<file path="src/rtl/branch_pkg.sv">
// Shared types for the branch misprediction tracker: queue entry layout and FSM states.
package branch_pkg;

    localparam int TAG_W_DEFAULT = 8;
    localparam int TAG_MAX_W     = 16;

    typedef enum logic {
        TRACK    = 1'b0,
        REDIRECT = 1'b1
    } state_e;

    // Tags narrower than TAG_MAX_W are zero-extended; the constant upper bits fold away.
    typedef struct packed {
        logic                 taken;
        logic [TAG_MAX_W-1:0] tag;
    } entry_t;

endpackage

</file>
<file path="src/rtl/branch_fifo.sv">
// Circular buffer of in-flight predictions with push, pop and a whole-queue flush.
module branch_fifo
    import branch_pkg::*;
#(
    parameter  int DEPTH = 4,
    localparam int PTR_W = $clog2(DEPTH)
) (
    input  logic         clk,
    input  logic         rst_n,
    input  logic         push,
    input  entry_t       push_entry,
    input  logic         pop,
    input  logic         flush,
    output entry_t       head,
    output logic         full,
    output logic         empty,
    output logic [PTR_W:0] count
);

    entry_t             mem_q [DEPTH];
    entry_t             mem_d [DEPTH];
    logic [PTR_W-1:0]   wptr_q, wptr_d;
    logic [PTR_W-1:0]   rptr_q, rptr_d;
    logic [PTR_W:0]     count_q, count_d;

    // A flush wins over a same-cycle push: that push belongs to the wrong path.
    always_comb begin
        mem_d   = mem_q;
        wptr_d  = wptr_q;
        rptr_d  = rptr_q;
        count_d = count_q;
        if (flush) begin
            rptr_d  = wptr_q;
            count_d = '0;
        end else begin
            if (push) begin
                mem_d[wptr_q] = push_entry;
                wptr_d        = wptr_q + PTR_W'(1);
            end
            if (pop) begin
                rptr_d = rptr_q + PTR_W'(1);
            end
            count_d = count_q + (PTR_W+1)'(push) - (PTR_W+1)'(pop);
        end
    end

    always_ff @(posedge clk or negedge rst_n) begin
        if (!rst_n) begin
            for (int i = 0; i < DEPTH; i++) begin
                mem_q[i] <= '0;
            end
            wptr_q  <= '0;
            rptr_q  <= '0;
            count_q <= '0;
        end else begin
            mem_q   <= mem_d;
            wptr_q  <= wptr_d;
            rptr_q  <= rptr_d;
            count_q <= count_d;
        end
    end

    assign head  = mem_q[rptr_q];
    assign full  = (count_q == (PTR_W+1)'(DEPTH));
    assign empty = (count_q == '0);
    assign count = count_q;

endmodule

</file>
<file path="src/rtl/branch_mistake_tracker.sv">
// Tracks in-flight branch predictions, compares them against MEM-stage outcomes and
// redirects fetch on a misprediction while counting mistakes and flagging protocol errors.
module branch_mistake_tracker
    import branch_pkg::*;
#(
    parameter int DEPTH     = 4,
    parameter int TAG_W     = TAG_W_DEFAULT,
    parameter int CNT_W     = 16,
    parameter bit HOLD_MODE = 1'b1
) (
    input  logic                   clk,
    input  logic                   rst_n,
    input  logic                   pred_valid,
    input  logic                   pred_taken,
    input  logic [TAG_W-1:0]       pred_tag,
    output logic                   pred_ready,
    input  logic                   res_valid,
    input  logic                   res_taken,
    input  logic [TAG_W-1:0]       res_tag,
    input  logic                   fetch_ack,
    output logic                   redirect,
    output logic                   redirect_taken,
    output logic [$clog2(DEPTH):0] occupancy,
    output logic [CNT_W-1:0]       mispredict_cnt,
    output logic                   err_sticky
);

    state_e           state_q, state_d;
    logic             redirect_q, redirect_d;
    logic             redirect_taken_q, redirect_taken_d;
    logic [CNT_W-1:0] cnt_q, cnt_d;
    logic             err_q, err_d;

    entry_t head;
    entry_t push_entry;
    logic   fifo_full, fifo_empty;
    logic   push, resolve, mistake;

    assign pred_ready      = (state_q == TRACK) && !fifo_full;
    assign push            = pred_valid && pred_ready;
    assign resolve         = res_valid && (state_q == TRACK) && !fifo_empty;
    assign mistake         = resolve && (head.taken != res_taken);
    assign push_entry.taken = pred_taken;
    assign push_entry.tag   = TAG_MAX_W'(pred_tag);

    branch_fifo #(.DEPTH(DEPTH)) u_fifo (
        .clk        (clk),
        .rst_n      (rst_n),
        .push       (push),
        .push_entry (push_entry),
        .pop        (resolve && !mistake),
        .flush      (mistake),
        .head       (head),
        .full       (fifo_full),
        .empty      (fifo_empty),
        .count      (occupancy)
    );

    // A tag mismatch is only a protocol error; the direction alone decides a mistake.
    always_comb begin
        state_d          = state_q;
        redirect_d       = redirect_q;
        redirect_taken_d = redirect_taken_q;
        cnt_d            = cnt_q;
        err_d            = err_q;
        if (res_valid && ((state_q == REDIRECT) || fifo_empty)) begin
            err_d = 1'b1;
        end
        if (resolve && (head.tag != TAG_MAX_W'(res_tag))) begin
            err_d = 1'b1;
        end
        if (mistake && (cnt_q != '1)) begin
            cnt_d = cnt_q + CNT_W'(1);
        end
        case (state_q)
            TRACK: begin
                if (mistake) begin
                    state_d          = REDIRECT;
                    redirect_d       = 1'b1;
                    redirect_taken_d = res_taken;
                end
            end
            REDIRECT: begin
                if (!HOLD_MODE || fetch_ack) begin
                    state_d          = TRACK;
                    redirect_d       = 1'b0;
                    redirect_taken_d = 1'b0;
                end
            end
            default: begin
                state_d    = TRACK;
                redirect_d = 1'b0;
            end
        endcase
    end

    always_ff @(posedge clk or negedge rst_n) begin
        if (!rst_n) begin
            state_q          <= TRACK;
            redirect_q       <= 1'b0;
            redirect_taken_q <= 1'b0;
            cnt_q            <= '0;
            err_q            <= 1'b0;
        end else begin
            state_q          <= state_d;
            redirect_q       <= redirect_d;
            redirect_taken_q <= redirect_taken_d;
            cnt_q            <= cnt_d;
            err_q            <= err_d;
        end
    end

    assign redirect       = redirect_q;
    assign redirect_taken = redirect_taken_q;
    assign mispredict_cnt = cnt_q;
    assign err_sticky     = err_q;

endmodule

</file>
<file path="config.mk">
export PLATFORM = sky130hd
export DESIGN_NAME = branch_mistake_tracker
export DESIGN_NICKNAME = d
export VERILOG_FILES = /design/src/rtl/branch_pkg.sv /design/src/rtl/branch_fifo.sv /design/src/rtl/branch_mistake_tracker.sv
export SDC_FILE = /design/constraint.sdc
export NUM_CORES = 1
export LEC_CHECK = 0
export ABC_AREA = 1
export CAP_MARGIN = 15
export CORE_AREA = 5 5 99 101
export CTS_CLUSTER_DIAMETER = 60
export DETAILED_ROUTE_END_ITERATION = 8
export DIE_AREA = 0 0 104 106
export GPL_TIMING_DRIVEN = 0
export SLEW_MARGIN = 20
export SYNTH_ARGS = -nofsm -noshare
export SYNTH_HDL_FRONTEND = slang
export SYNTH_SLANG_ARGS = --single-unit
</file>
<file path="constraint.sdc">
create_clock -name clk -period 5.5 [get_ports clk]
set_input_delay 1.375 -clock clk [delete_from_list [all_inputs] [get_ports clk]]
set_output_delay 1.375 -clock clk [all_outputs]
set_load 0.03 [all_outputs]
</file>
# Word level (Yosys, flattened, before mapping)
# Cells that the tools add are included.
# Widths: inputs -> output; s select.
[op_classes]
n_addsub = 5
n_lt_le_gt_ge = 3
eq_ne = 6
muxes = 19
n_bitwise = 4
reduce_logical = 19
[ops]
columns = ["operator", "count"]
rows = [
  ["$bwmux 68", 1],
  ["$mux 17", 3],
  ["$bmux 17 s2", 1],
  ["$demux 17 s2", 1],
  ["$add 16x1->16 const B", 1],
  ["$ne 16x16->1 const B", 1],
  ["$ne 16x8->1", 1],
  ["$logic_and 1x1->1", 10],
  ["$mux 1", 7],
  ["$ge 3x3->1 const B", 2],
  ["$not 2->3", 2],
  ["$pmux 1 s2", 3],
  ["$add 2x1->2 const B", 2],
  ["$mux 2", 2],
  ["$ne 2x2->1 const B", 2],
  ["$reduce_and 2->1", 2],
  ["$reduce_bool 2->1", 2],
  ["$add 3x1->3", 1],
  ["$eq 3x3->1 const B", 1],
  ["$logic_not 1->1", 3],
  ["$logic_not 3->1", 1],
  ["$lt 3x1->1 const B", 1],
  ["$mux 3", 1],
  ["$sub 3x1->3", 1],
  ["other kinds (3)", 4],
]
[word_totals]
register_bits = 95
output_inout_bits = 23

# Depth between registers and ports, before layout
[depth]
depth_word = 10
mapped_depth = 14

# Cells and area by module
# From an unflattened synthesis, not the netlist that was laid out.
[hier_totals]
hier_cells = 631
hier_area_um2 = 5116.2
[by_module_without_submodules]
columns = ["mod", "instances", "cells_each", "area_each_um2", "seq_area_each_um2"]
rows = [
  ["branch_fifo", 1, 418, 3733.6, 1876.8],
  ["branch_mistake_tracker", 1, 213, 1382.6, 500.5],
]

# Worst setup path after synthesis
# Ideal clock, no wire load.
[synth_path]
path_type = "input-to-reg"
startpoint = "in res_valid"
endpoint = "reg u_fifo.count_q[1] (netlist: u_fifo.count[1])"
setup_ns = 0.063
arrival_ns = 3.004
t_required_ns = 5.437
setup_slack_ns = 2.433
path_stages = 11
n_path_buf = 0
cell_sequence = "nand2_1 -> nor2_1 -> inv_1 -> nor2_1 -> ha_1 -> inv_1 -> ha_1 -> inv_1 -> fa_1 -> or2_1 -> inv_1"
[synth_between]
elab_chain_len = 7
[synth_rtl]
columns = ["item", "line", "rtl"]
rows = [
  ["start, declared", "branch_mistake_tracker.sv:17", "input logic res_valid,"],
  ["$logic_and 1x1->1 * (2 in a row)", "branch_mistake_tracker.sv:41", "assign resolve = res_valid && (state_q == TRACK) && !fifo_empty;"],
  ["$logic_and 1x1->1", "branch_mistake_tracker.sv:42", "assign mistake = resolve && (head.taken != res_taken);"],
  ["$logic_not 1->1", "branch_mistake_tracker.sv:51", ".pop (resolve && !mistake),"],
  ["$logic_and 1x1->1", "branch_mistake_tracker.sv:51", ""],
  ["$sub 3x1->3", "branch_fifo.sv:43", "count_d = count_q + (PTR_W+1)'(push) - (PTR_W+1)'(pop);"],
  ["$mux 3 *", "branch_fifo.sv:32", "if (flush) begin"],
  ["net u_fifo.count_d[1]", "branch_fifo.sv:24", "logic [PTR_W:0] count_q, count_d;"],
  ["end signal, assigned", "branch_fifo.sv:59", "count_q <= count_d;"],
  ["end, declared", "branch_fifo.sv:24", ""],
]
# The timed path passes the listed nets; every way through them passes the cells marked *.
# A chain may end at the register's enable or synchronous reset.

# Worst setup path in the final report
# Ends and elaborated chain as after synthesis.

==> metrics.md <==
| Metric | Value |
|---|---|
| Worst-path cell chain | clkdlybuf4s50_1, nand2_1, nor2_1, inv_1, nor2_1, ha_1, inv_1, ha_1, inv_1, fa_1, or2_1, inv_1 |
| Vias | about 2900 |
| Most common cell after layout, fill and taps aside | nand2_1 |
| Synthesized instance count | around 420 |
| CP Buf/Inv Count | 5 |
| Post-Route WL | 8340 um |
| Max cap viols | 0 |
| H-tree depth | 3 |
| WS Path Type | primary input to flip-flop |
| Clock skew | ~11 ps |
| Final min period | ~3400 ps |
| Final TNS setup | 0 ps |
| Syn Nets | 450 |
| Tcrit/Tclk final | 0.609 |
| Global Route Usage Sum | 0.159 |
| Site row count | 35 |
| Fmax | 0.298 GHz |
| Number of CTS-inserted buffers | 9 |
| Antenna fix cells | 0 |
| Share of layout cells above drive strength 1 | 0.116 |
| Post-Synth XOR/XNOR Area | 0.0491 |
| First-pass GRT wire length | 14100 um |
| Relative slew slack | 0.666 |
| Cell mode on critical path | inv_1 |
| Compound-Gate Fraction of Synth Area | 0.0659 |
| Critical path depth in cells | 12 |
| CTS sink cnt | 63 |
| Outcome | completed |
| Crit-path max FO | 4 |
| Minimum setup slack after placement | 1760 ps |
| Hold_buf cts | 0 |
| GP Congestion | 0.807 |
| Peak supply drop | between 0.15 and 0.2 mV |
| Area growth syn-to-layout | 23.8% |
| # fillers | 909 |
| Post-Synth Simple-Gate Area | 0.322 |
| Commonest non-fill, non-tap cells in the layout | 138 x nand2_1, 63 x dfrtp_1, 48 x nand3_1 |
| CP peak stage delay | ~480 ps |
| Initial Util | 0.382 |
| Combinational family with the most area after synthesis | simple AND/OR/NAND/NOR gates |
| DR vias/cell | approximately 5 |
| Die Span Y | about 110 um |
| Worst Hold Class | flip-flop to flip-flop |
| Critical Path RT | around 5800 ps |
| Port Buffer Count | 45 |
| Register clock-pin slew on the reported worst setup and hold paths | approximately 70 ps |
| Crit-path leading delay family | adder cells |
| Final Hold Fails | 0 |
| # setup viols final | 0 |
| Root Buffer | clkbuf_8 |
| Crit-path slowest cell | clkdlybuf4s50_1 |
| 1st-iter DRT viols | ~150 |
| Mapped cell area | ~0.0034 sq mm |
| DR DRC count | 0 |
| Number of antenna violations at the first check in global routing | 0 |
| Hpwl dp | roughly 5900 um |
| DIE AREA | roughly 0.011 sq mm |
| Multiplexer share of the synthesized area | 0 |
| Slew Viols, Final | 0 |
| Sequential cell area | 0.00158 sq mm |
| Clk_lat worst skew | between 300 and 400 ps |
| Warnings, synthesis | 0 |
| Final Worst Setup Slack | between 2000 and 2500 ps |
| Data arrival time of the worst path | 3650 ps |
| Largest net degree at the start of global routing | 50 |
| Register bit total from synthesis | between 60 and 70 |
| Clk buf depth | 2 |
| Synth Area in Adders | 0.0315 |
| PostCTS Resize Cnt | 0 |
| Ports | 46 |
| Sequential area share after synthesis | 0.461 |
| Avg Inst Size Synth | around 8.2 sq um |
| Lkg Pwr | roughly 0.002 uW |
| DR WL/cell | around 14 um |
| Unique masters post-synth | 33 |
| Placed inst area | roughly 0.0040 sq mm |
| Die Wd | 104 um |
| Post-CTS Repair Setup Buffers | 0 |
| Unrepaired setup endpoints after global routing | false |
| Post-DRT Antenna Nets | 0 |
| Grt ovf | 0 |
| Vias in the first global route | between 2000 and 3000 |
| Total core area | 0.00893 sq mm |
| Critical Path Start Type | primary input |
| Setup crit end kind | flip-flop |
| CTS tree | yes |
| DRT Pass-1 Iters | 4 |
| Cell depth of the worst hold path | 2 |
| Final Cell Area | 0.00423 sq mm |
| Nets | between 500 and 600 |
| Worst reg2reg path depth | 13 |
| Worst-Margin Slew | ~500 ps |
| Cell Pwr Density | between 500 and 600 mW/mm^2 |
| Area of the multi-input gates | between 0.0015 and 0.002 sq mm |
## path summary, 6_finish.rpt
check	from	end	slack, ps
max reg2reg	u_fifo.rptr_q[0]	u_fifo.count[1]	3060
max in group asynchronous	rst_n	redirect_taken	4130
min in group asynchronous	rst_n	u_fifo.mem_q[2]	860
max	res_valid	u_fifo.count[1]	2150
min reg2reg	err_sticky	err_sticky	480
min	err_sticky	err_sticky	480
## cells by family after synthesis
family	after synthesis
xor gates and xnor gates	17
buffers and inverters	51
and+or+nand+nor	235
AOI/OAI and AO/OA	45
adders and majority gates	8
DFF	63
## through the flow
step / power, uW / hold WS (ps) / std cells / utilization
finish: 2130 / 476 / 592 / 0.473
global placement: 1710 / 448 / 575 / 0.448
detailed placement: 1740 / 463 / 576 / 0.451
floorplan: 1450 / 453 / 419 / -
CTS: 2160 / 482 / 592 / 0.473
global route: 2310 / 504 / 592 / 0.473
## registers in the layout, summed over array words and instances, names as in the netlist
name / cells
u_fifo.mem_q: 36
mispredict_cnt: 16
u_fifo.count: 3
u_fifo.rptr_q: 2
u_fifo.wptr_q: 2
err_sticky: 1
redirect: 1
redirect_taken: 1
state_q: 1
## cell type report
class	count	area share
Sequential cell	63	0.373
Clock inverter	7	0.0175
Multi-Input combinational cell	305	0.379
Tap cell	111	0.0328
Buffer	15	0.0234
Timing Repair Buffer	46	0.112
Inverter	36	0.0331
Clock buffer	9	0.0293
## synthesized netlist by cell type, drive strengths merged
cell    instances  area (sq um)
nand2         151           609
dfrtp          63          1580
nand3          53           320
o21ai          43           215
inv            36           140
nor2           13          51.3
buf            12          82.6
xnor2          12           124
ha              7          87.6
nand4           6          37.5
xor2            5          43.8
nand3b          4          30.0
clkbuf          3          16.3
nor3            3          15.0
a21oi           2          10.0
and2            1          6.26
fa              1          20.0
nand2b          1          6.26
nor3b           1          12.5
nor4            1          6.26
or2             1          6.26
## worst register-to-register path, delay by kind of cell, from the launching register on
family / cells / cell delay, ps
fa+ha+maj: 3 / 860
simple gates: 5 / 560
flops: 1 / 430
buf+inv: 4 / 330
xor+xnor: 1 / 200
## power by group
group	switching [uW]	internal [uW]	leakage (uW)	total [uW]
logic	598	383	0.00106	980
clock network	200	209	0.0000875	409
registers	113	632	0.000805	745
total	911	1220	0.00196	2130
## routing by layer
layer  track usage  part of all wire  vias up
li1              -                 -     1458
met1         0.195              0.45     1395
met2         0.269              0.49       60
met3        0.0370             0.041       11
met4        0.0666             0.019        0
met5             0                 0        -
Note: power is estimated with default switching activity, not from simulation.
